[config.mk]
export PLATFORM = sky130hd
export DESIGN_NAME = muldiv_unit
export DESIGN_NICKNAME = d
export VERILOG_FILES = /design/src/rtl/riscv_m_pkg.sv /design/src/rtl/cond_negate.sv /design/src/rtl/muldiv_unit.sv
export SDC_FILE = /design/constraint.sdc
export NUM_CORES = 1
export LEC_CHECK = 0
export BUFFER_PORTS_ARGS = -buffer_cell sky130_fd_sc_hd__buf_2
export CAP_MARGIN = 20
export CORE_MARGIN = 4
export CORE_UTILIZATION = 35
export CTS_BUF_LIST = sky130_fd_sc_hd__clkbuf_16
export CTS_CLUSTER_DIAMETER = 100
export DETAILED_ROUTE_END_ITERATION = 7
export HOLD_SLACK_MARGIN = 0.15
export PLACE_DENSITY = 0.6
export SYNTH_ARGS = -nofsm -noshare
export SYNTH_HDL_FRONTEND = slang
export SYNTH_SLANG_ARGS = --single-unit
[constraint.sdc]
create_clock -name clk -period 5.8 [get_ports clk]
set_input_delay 0 -clock clk [delete_from_list [all_inputs] [get_ports clk]]
set_output_delay 0 -clock clk [all_outputs]
set_load 0.1 [all_outputs]
[src/rtl/riscv_m_pkg.sv]
// Shared types for the RV32M/RV64M multiply/divide unit: funct3 encodings,
// FSM states and operand signedness helpers.
package riscv_m_pkg;

    typedef enum logic [2:0] {
        OP_MUL    = 3'b000,
        OP_MULH   = 3'b001,
        OP_MULHSU = 3'b010,
        OP_MULHU  = 3'b011,
        OP_DIV    = 3'b100,
        OP_DIVU   = 3'b101,
        OP_REM    = 3'b110,
        OP_REMU   = 3'b111
    } muldiv_op_t;

    typedef enum logic [1:0] {
        S_IDLE,
        S_MUL,
        S_DIV,
        S_DONE
    } md_state_t;

    function automatic logic is_signed_a(input muldiv_op_t op);
        return op inside {OP_MULH, OP_MULHSU, OP_DIV, OP_REM};
    endfunction

    function automatic logic is_signed_b(input muldiv_op_t op);
        return op inside {OP_MULH, OP_DIV, OP_REM};
    endfunction

endpackage

[src/rtl/cond_negate.sv]
// Two's-complement conditional negation: o_out = i_neg ? -i_in : i_in.
module cond_negate #(
    parameter int W = 32
) (
    input  logic [W-1:0] i_in,
    input  logic         i_neg,
    output logic [W-1:0] o_out
);

    assign o_out = i_neg ? -i_in : i_in;

endmodule

[src/rtl/muldiv_unit.sv]
// Iterative M-extension unit: shift-add multiply and restoring divide on operand
// magnitudes, one bit per cycle, with the sign fix applied on entry to DONE.
module muldiv_unit
    import riscv_m_pkg::*;
#(
    parameter int XLEN = 32
) (
    input  logic            clk,
    input  logic            reset,
    input  logic            StartE,
    input  logic            FlushE,
    input  logic [2:0]      OpE,
    input  logic [XLEN-1:0] SrcAE,
    input  logic [XLEN-1:0] SrcBE,
    output logic            BusyE,
    output logic            DoneE,
    output logic [XLEN-1:0] ResultE
);

    localparam int CNT_W = $clog2(XLEN) + 1;

    md_state_t             r_state;
    muldiv_op_t            r_op;
    logic                  r_sign_a;
    logic                  r_sign_b;
    logic [XLEN-1:0]       r_a;
    logic [2*XLEN-1:0]     r_acc;
    logic [CNT_W-1:0]      r_cnt;
    logic [XLEN-1:0]       r_result;
    logic                  r_done;

    muldiv_op_t            w_op;
    logic                  w_sign_a;
    logic                  w_sign_b;
    logic [XLEN-1:0]       w_mag_a;
    logic [XLEN-1:0]       w_mag_b;
    logic                  w_div0;
    logic                  w_ovf;
    logic [XLEN-1:0]       w_fast_res;
    logic [XLEN:0]         w_mul_sum;
    logic [2*XLEN-1:0]     w_mul_nxt;
    logic [XLEN:0]         w_div_sh;
    logic [XLEN:0]         w_div_diff;
    logic [2*XLEN-1:0]     w_div_nxt;
    logic [2*XLEN-1:0]     w_fix_in;
    logic                  w_fix_neg;
    logic [2*XLEN-1:0]     w_fix_out;
    logic [XLEN-1:0]       w_fix_res;

    assign w_op     = muldiv_op_t'(OpE);
    assign w_sign_a = is_signed_a(w_op) & SrcAE[XLEN-1];
    assign w_sign_b = is_signed_b(w_op) & SrcBE[XLEN-1];

    cond_negate #(.W(XLEN)) u_mag_a (.i_in(SrcAE), .i_neg(w_sign_a), .o_out(w_mag_a));
    cond_negate #(.W(XLEN)) u_mag_b (.i_in(SrcBE), .i_neg(w_sign_b), .o_out(w_mag_b));

    // Divide-by-zero and signed overflow bypass the iteration entirely.
    assign w_div0     = (SrcBE == '0);
    assign w_ovf      = OpE[2] & ~OpE[0] & (SrcAE == {1'b1, {(XLEN-1){1'b0}}}) & (&SrcBE);
    assign w_fast_res = w_div0 ? (OpE[1] ? SrcAE : '1) : (OpE[1] ? '0 : SrcAE);

    // Multiply: acc = {partial high, multiplier}; add into the top, shift right.
    assign w_mul_sum = {1'b0, r_acc[2*XLEN-1:XLEN]} + (r_acc[0] ? {1'b0, r_a} : '0);
    assign w_mul_nxt = {w_mul_sum, r_acc[XLEN-1:1]};

    // Divide: acc = {remainder, dividend/quotient}; quotient bits enter at the bottom.
    assign w_div_sh   = {r_acc[2*XLEN-1:XLEN], r_acc[XLEN-1]};
    assign w_div_diff = w_div_sh - {1'b0, r_a};
    assign w_div_nxt  = w_div_diff[XLEN]
                      ? {w_div_sh[XLEN-1:0],   r_acc[XLEN-2:0], 1'b0}
                      : {w_div_diff[XLEN-1:0], r_acc[XLEN-2:0], 1'b1};

    always_comb begin
        w_fix_in  = '0;
        w_fix_neg = 1'b0;
        if (r_state == S_MUL) begin
            w_fix_in  = w_mul_nxt;
            w_fix_neg = r_sign_a ^ r_sign_b;
        end else if (r_op[1]) begin
            w_fix_in[XLEN-1:0] = w_div_nxt[2*XLEN-1:XLEN];
            w_fix_neg          = r_sign_a;
        end else begin
            w_fix_in[XLEN-1:0] = w_div_nxt[XLEN-1:0];
            w_fix_neg          = r_sign_a ^ r_sign_b;
        end
    end

    cond_negate #(.W(2*XLEN)) u_fix (.i_in(w_fix_in), .i_neg(w_fix_neg), .o_out(w_fix_out));

    assign w_fix_res = ((r_state == S_MUL) && (r_op != OP_MUL))
                     ? w_fix_out[2*XLEN-1:XLEN] : w_fix_out[XLEN-1:0];

    always_ff @(posedge clk or negedge reset) begin
        if (!reset) begin
            r_state  <= S_IDLE;
            r_op     <= OP_MUL;
            r_sign_a <= 1'b0;
            r_sign_b <= 1'b0;
            r_a      <= '0;
            r_acc    <= '0;
            r_cnt    <= '0;
            r_result <= '0;
            r_done   <= 1'b0;
        end else begin
            r_done <= 1'b0;
            case (r_state)
                S_IDLE: begin
                    if (StartE && !FlushE) begin
                        r_op     <= w_op;
                        r_sign_a <= w_sign_a;
                        r_sign_b <= w_sign_b;
                        r_cnt    <= CNT_W'(XLEN);
                        if (!OpE[2]) begin
                            r_a     <= w_mag_a;
                            r_acc   <= {{XLEN{1'b0}}, w_mag_b};
                            r_state <= S_MUL;
                        end else if (w_div0 || w_ovf) begin
                            r_result <= w_fast_res;
                            r_done   <= 1'b1;
                            r_state  <= S_DONE;
                        end else begin
                            r_a     <= w_mag_b;
                            r_acc   <= {{XLEN{1'b0}}, w_mag_a};
                            r_state <= S_DIV;
                        end
                    end
                end
                S_MUL, S_DIV: begin
                    if (FlushE) begin
                        r_state <= S_IDLE;
                    end else begin
                        r_acc <= (r_state == S_MUL) ? w_mul_nxt : w_div_nxt;
                        r_cnt <= r_cnt - CNT_W'(1);
                        if (r_cnt == CNT_W'(1)) begin
                            r_result <= w_fix_res;
                            r_done   <= 1'b1;
                            r_state  <= S_DONE;
                        end
                    end
                end
                S_DONE:  r_state <= S_IDLE;
                default: r_state <= S_IDLE;
            endcase
        end
    end

    assign BusyE   = (StartE && (r_state == S_IDLE) && !FlushE) ||
                     (r_state == S_MUL) || (r_state == S_DIV);
    assign DoneE   = r_done;
    assign ResultE = r_result;

endmodule
==> impl_metrics.ini <==
[outcome]
result_of_the_run = complete, but fails checks
failed_checks = design-rule violations

[floorplanning]
chip_height_um = 227
fp-row-count = 79
die_width_um = 227
fp.coreArea_mm2 = 0.0470
initial_utilization_pct = 35.7
ioPinCount = 105
die_area_mm2 = 0.0514

[drt]
vias = 19700
route.antenna.remaining_nets = 0
number_of_design_rule_violations_left_by_the_first_detailed_router_iteration = 2943
routed_via_density = 6.37
remaining_drc_errors = 3
wire_per_inst_um = 28.0
drt_wl_total_um = 86600
dr.pass1.iters = 8

[grt]
number_of_antenna_violations_at_the_first_check_in_global_routing = 2
vias_in_the_first_global_route = 18300
global_route.overflow_total = 0
grt.total_usage_pct = 33.1
grt_start_max_net_pins = 122
grt_busiest_layer = met2
grt.met2_usage_pct = 50.0
grt_util_met1_pct = 45.7
global_route_wire_length_before_repair_um = 126000
grtUsageMet3_pct = 7.57

[placed_design]
place_congestion = 1.02
placed_cells = 3017
detailed_place_hpwl_um = 68200
port_buffers = 104

[synth]
ys_ff_latch = 142
synth_top_cell_by_area = sky130_fd_sc_hd__dfrtp_1
yosysSeqAreaShare_pct = 21.2
netlist_top_cells_area = sky130_fd_sc_hd__dfrtp_1, sky130_fd_sc_hd__a21oi_1, sky130_fd_sc_hd__o21ai_0
syn_inst = 2319
total_nets_after_synthesis = 2466
distinct_cell_type_count_of_the_synthesized_netlist = 88
synth_enable_flop_cells = 0
syn-cell-area_mm2 = 0.0167
yosys_most_used_dff = sky130_fd_sc_hd__dfrtp_1
fraction_of_post_synthesis_cell_area_in_the_top_cell_type_by_area_pct = 21.2
post_synth.cell_area_avg_um2 = 7.22
synth-warning-count = 0
synthArstFlopShare_pct = 100

[finish]
flow.area_growth_from_synthesis_pct = 17.7
commonest_cells_after_routing_fill_and_taps_aside = sky130_fd_sc_hd__nand2_1, sky130_fd_sc_hd__a21oi_1, sky130_fd_sc_hd__nor2_1
drive_above_1_share_pct = 13.6
postLayoutCoreUtil_pct = 42.0
fin_cells = 3096
final_common_cell = sky130_fd_sc_hd__nand2_1
antennaDiodeCount = 0
finalNetCount = 2623

[clocking]
post-cts-setup-buffers = 0
cts_max_path_buffers = 2
clock_insertion_delay_worst_skew_ns = 0.49
cts.sinks = 142
cts_htree_levels = 4
cts_inserted_buffers = 17
cts_root_buffer = sky130_fd_sc_hd__clkbuf_16
path_clk_slew_ns = 0.07
cts_tree = yes

[setup_path]
crit_required_ns = 6.16
worst_ep_arrival_time_ns = 5.93
end_kind = register
path_buf_inv = 4
critical_path.slowest_cell = sky130_fd_sc_hd__or4_4
crit_chain = inv_1 -> ha_1 -> inv_1 -> fa_1 -> a211oi_1 -> o21ai_1 -> a41oi_1 -> a31oi_1 -> and3_1 -> a311oi_1 -> buf_4 -> o211ai_1 -> a211o_1 -> or4_4 -> nor4_4 -> buf_12 -> a31oi_1 -> nor3b_1 -> or3_1
cp_slowest_stage_delay_ns = 0.48
critical_path.startpoint_type = register
path_class = reg2reg
critical_path.top_delay_family = compound AO/OA/AOI/OAI gates
cp_max_fo = 8

[sta]
fin_worst_skew_ns = 0.0177
min_period_over_period_pct = 96.0
relSlewSlack_pct = 27.7
whs_ns = 0.173
max_freq_mhz = 180
rsz0062_at_grt = no
finalHoldViolCount = 0
finalMaxSlewViolations = 0
worstMarginPinSlew_ns = 1.08
fin_tns_setup_ns = 0
report.final.setup_viol = 0
period_minus_slack_ns = 5.57

[pwr]
leakagePower_nw = 8.30
power-per-cell-area_mw_per_mm2 = 716
vdd_ir_max_mv = 0.357

[worst_hold_path]
hp-class = in2async

[job]
maxCapViolations = 0
[routing by layer]
metal  share of wire, %  wire (um)
met1                 42      36500
met4                4.5       3930
met3                 10       8720
met2                 43      37500
met5              0.015         13
[Yosys cell counts (11+ instances only)]
| cell | number |
|---|---|
| sky130_fd_sc_hd__ha_1 | 74 |
| sky130_fd_sc_hd__maj3_1 | 18 |
| sky130_fd_sc_hd__nor4_1 | 26 |
| sky130_fd_sc_hd__nor3_1 | 60 |
| sky130_fd_sc_hd__xnor2_1 | 79 |
| sky130_fd_sc_hd__mux2_2 | 28 |
| sky130_fd_sc_hd__a22oi_1 | 11 |
| sky130_fd_sc_hd__o21ai_1 | 14 |
| sky130_fd_sc_hd__a21boi_0 | 11 |
| sky130_fd_sc_hd__clkbuf_1 | 118 |
| sky130_fd_sc_hd__a31oi_1 | 30 |
| sky130_fd_sc_hd__nand2_1 | 245 |
| sky130_fd_sc_hd__o41ai_1 | 11 |
| sky130_fd_sc_hd__and2_1 | 56 |
| sky130_fd_sc_hd__dfrtp_1 | 142 |
| sky130_fd_sc_hd__a22o_1 | 29 |
| sky130_fd_sc_hd__a211oi_1 | 56 |
| sky130_fd_sc_hd__buf_2 | 12 |
| sky130_fd_sc_hd__a21o_1 | 24 |
| sky130_fd_sc_hd__o211ai_1 | 18 |
| sky130_fd_sc_hd__or3_1 | 37 |
| sky130_fd_sc_hd__inv_1 | 80 |
| sky130_fd_sc_hd__o31ai_1 | 25 |
| sky130_fd_sc_hd__nand2b_1 | 24 |
| sky130_fd_sc_hd__mux2i_1 | 37 |
| sky130_fd_sc_hd__o21a_1 | 23 |
| sky130_fd_sc_hd__nor2_1 | 213 |
| sky130_fd_sc_hd__o21ai_0 | 206 |
| sky130_fd_sc_hd__xor2_1 | 43 |
| sky130_fd_sc_hd__o221ai_1 | 14 |
| sky130_fd_sc_hd__nand4_1 | 40 |
| sky130_fd_sc_hd__nor2b_1 | 20 |
| sky130_fd_sc_hd__nand3_1 | 59 |
| sky130_fd_sc_hd__a21oi_1 | 228 |
| sky130_fd_sc_hd__and3_1 | 25 |
[worst paths after layout]
path / startpoint / end / slack, ns / cells after the start
worst max-delay path: r_acc[31]$_DFFE_PN0P_ / ResultE[20]$_DFFE_PN0P_ / 0.23 / 19
worst max register to register: r_acc[31]$_DFFE_PN0P_ / ResultE[20]$_DFFE_PN0P_ / 0.23 / 19
min in group clk: SrcBE[6] / r_a[6]$_DFFE_PN0P_ / 0.17 / 4
worst min register to register: r_a[6]$_DFFE_PN0P_ / r_a[6]$_DFFE_PN0P_ / 0.50 / 2
worst min-delay path: reset / ResultE[22]$_DFFE_PN0P_ / 0.17 / 2
max in group asynchronous: reset / r_acc[0]$_DFFE_PN0P_ / 4.05 / 3
[layout make-up]
type / instances / area [um^2]
fill: 4821 / 27300
clock inverter: 15 / 234
clock buffer: 17 / 425
multi-input combinational: 1954 / 12400
tap: 607 / 759
sequential: 142 / 3550
timing repair buffer: 278 / 1980
inverter: 83 / 312
[flip-flops by register name, indices dropped and copies added, names as in the netlist]
register	flops
r_acc	64
ResultE	32
r_a	32
r_cnt	6
r_op	3
r_state	2
DoneE	1
r_sign_a	1
r_sign_b	1
[through the flow]
step / setup WS (ns) / power [W] / cell area, um^2
CTS: 0.179 / 0.0137 / 19700
floorplan: 0.676 / 0.00840 / 16700
finish: 0.233 / 0.0141 / 19700
detailed placement: 0.245 / 0.0123 / 18500
global route: 0.0289 / 0.0148 / 19700
global placement: 0.188 / 0.0123 / 18500
[repair_timing]
| action | in CTS | in global routing |
|---|---|---|
| endpoints found under the setup margin | 0 | 13 |
| hold buffers | 47 | 0 |
| endpoints found under the hold margin | 134 | 0 |
| resized for setup | 0 | 12 |
[logic make-up (layout without fill, tap and decap cells)]
group           count (synthesis)  count (layout)  share of synthesized area, %
compound gates                810             810                          31.1
xor+xnor                      122             122                          6.38
flops                         142             142                          21.2
fa+ha+maj                      94              94                          6.85
mux                            67              67                          4.23
simple gates                  861             861                          25.1
buf+inv                       223             393                          5.09
[power breakdown]
group / switching [W] / total [W] / leakage, nW / internal [W]
Combinational: 0.00730 / 0.0108 / 6.19 / 0.00346
Sequential: 0.000608 / 0.00203 / 1.79 / 0.00142
Clock: 0.000538 / 0.00131 / 0.316 / 0.000770
(Power assumes the default switching activity.)
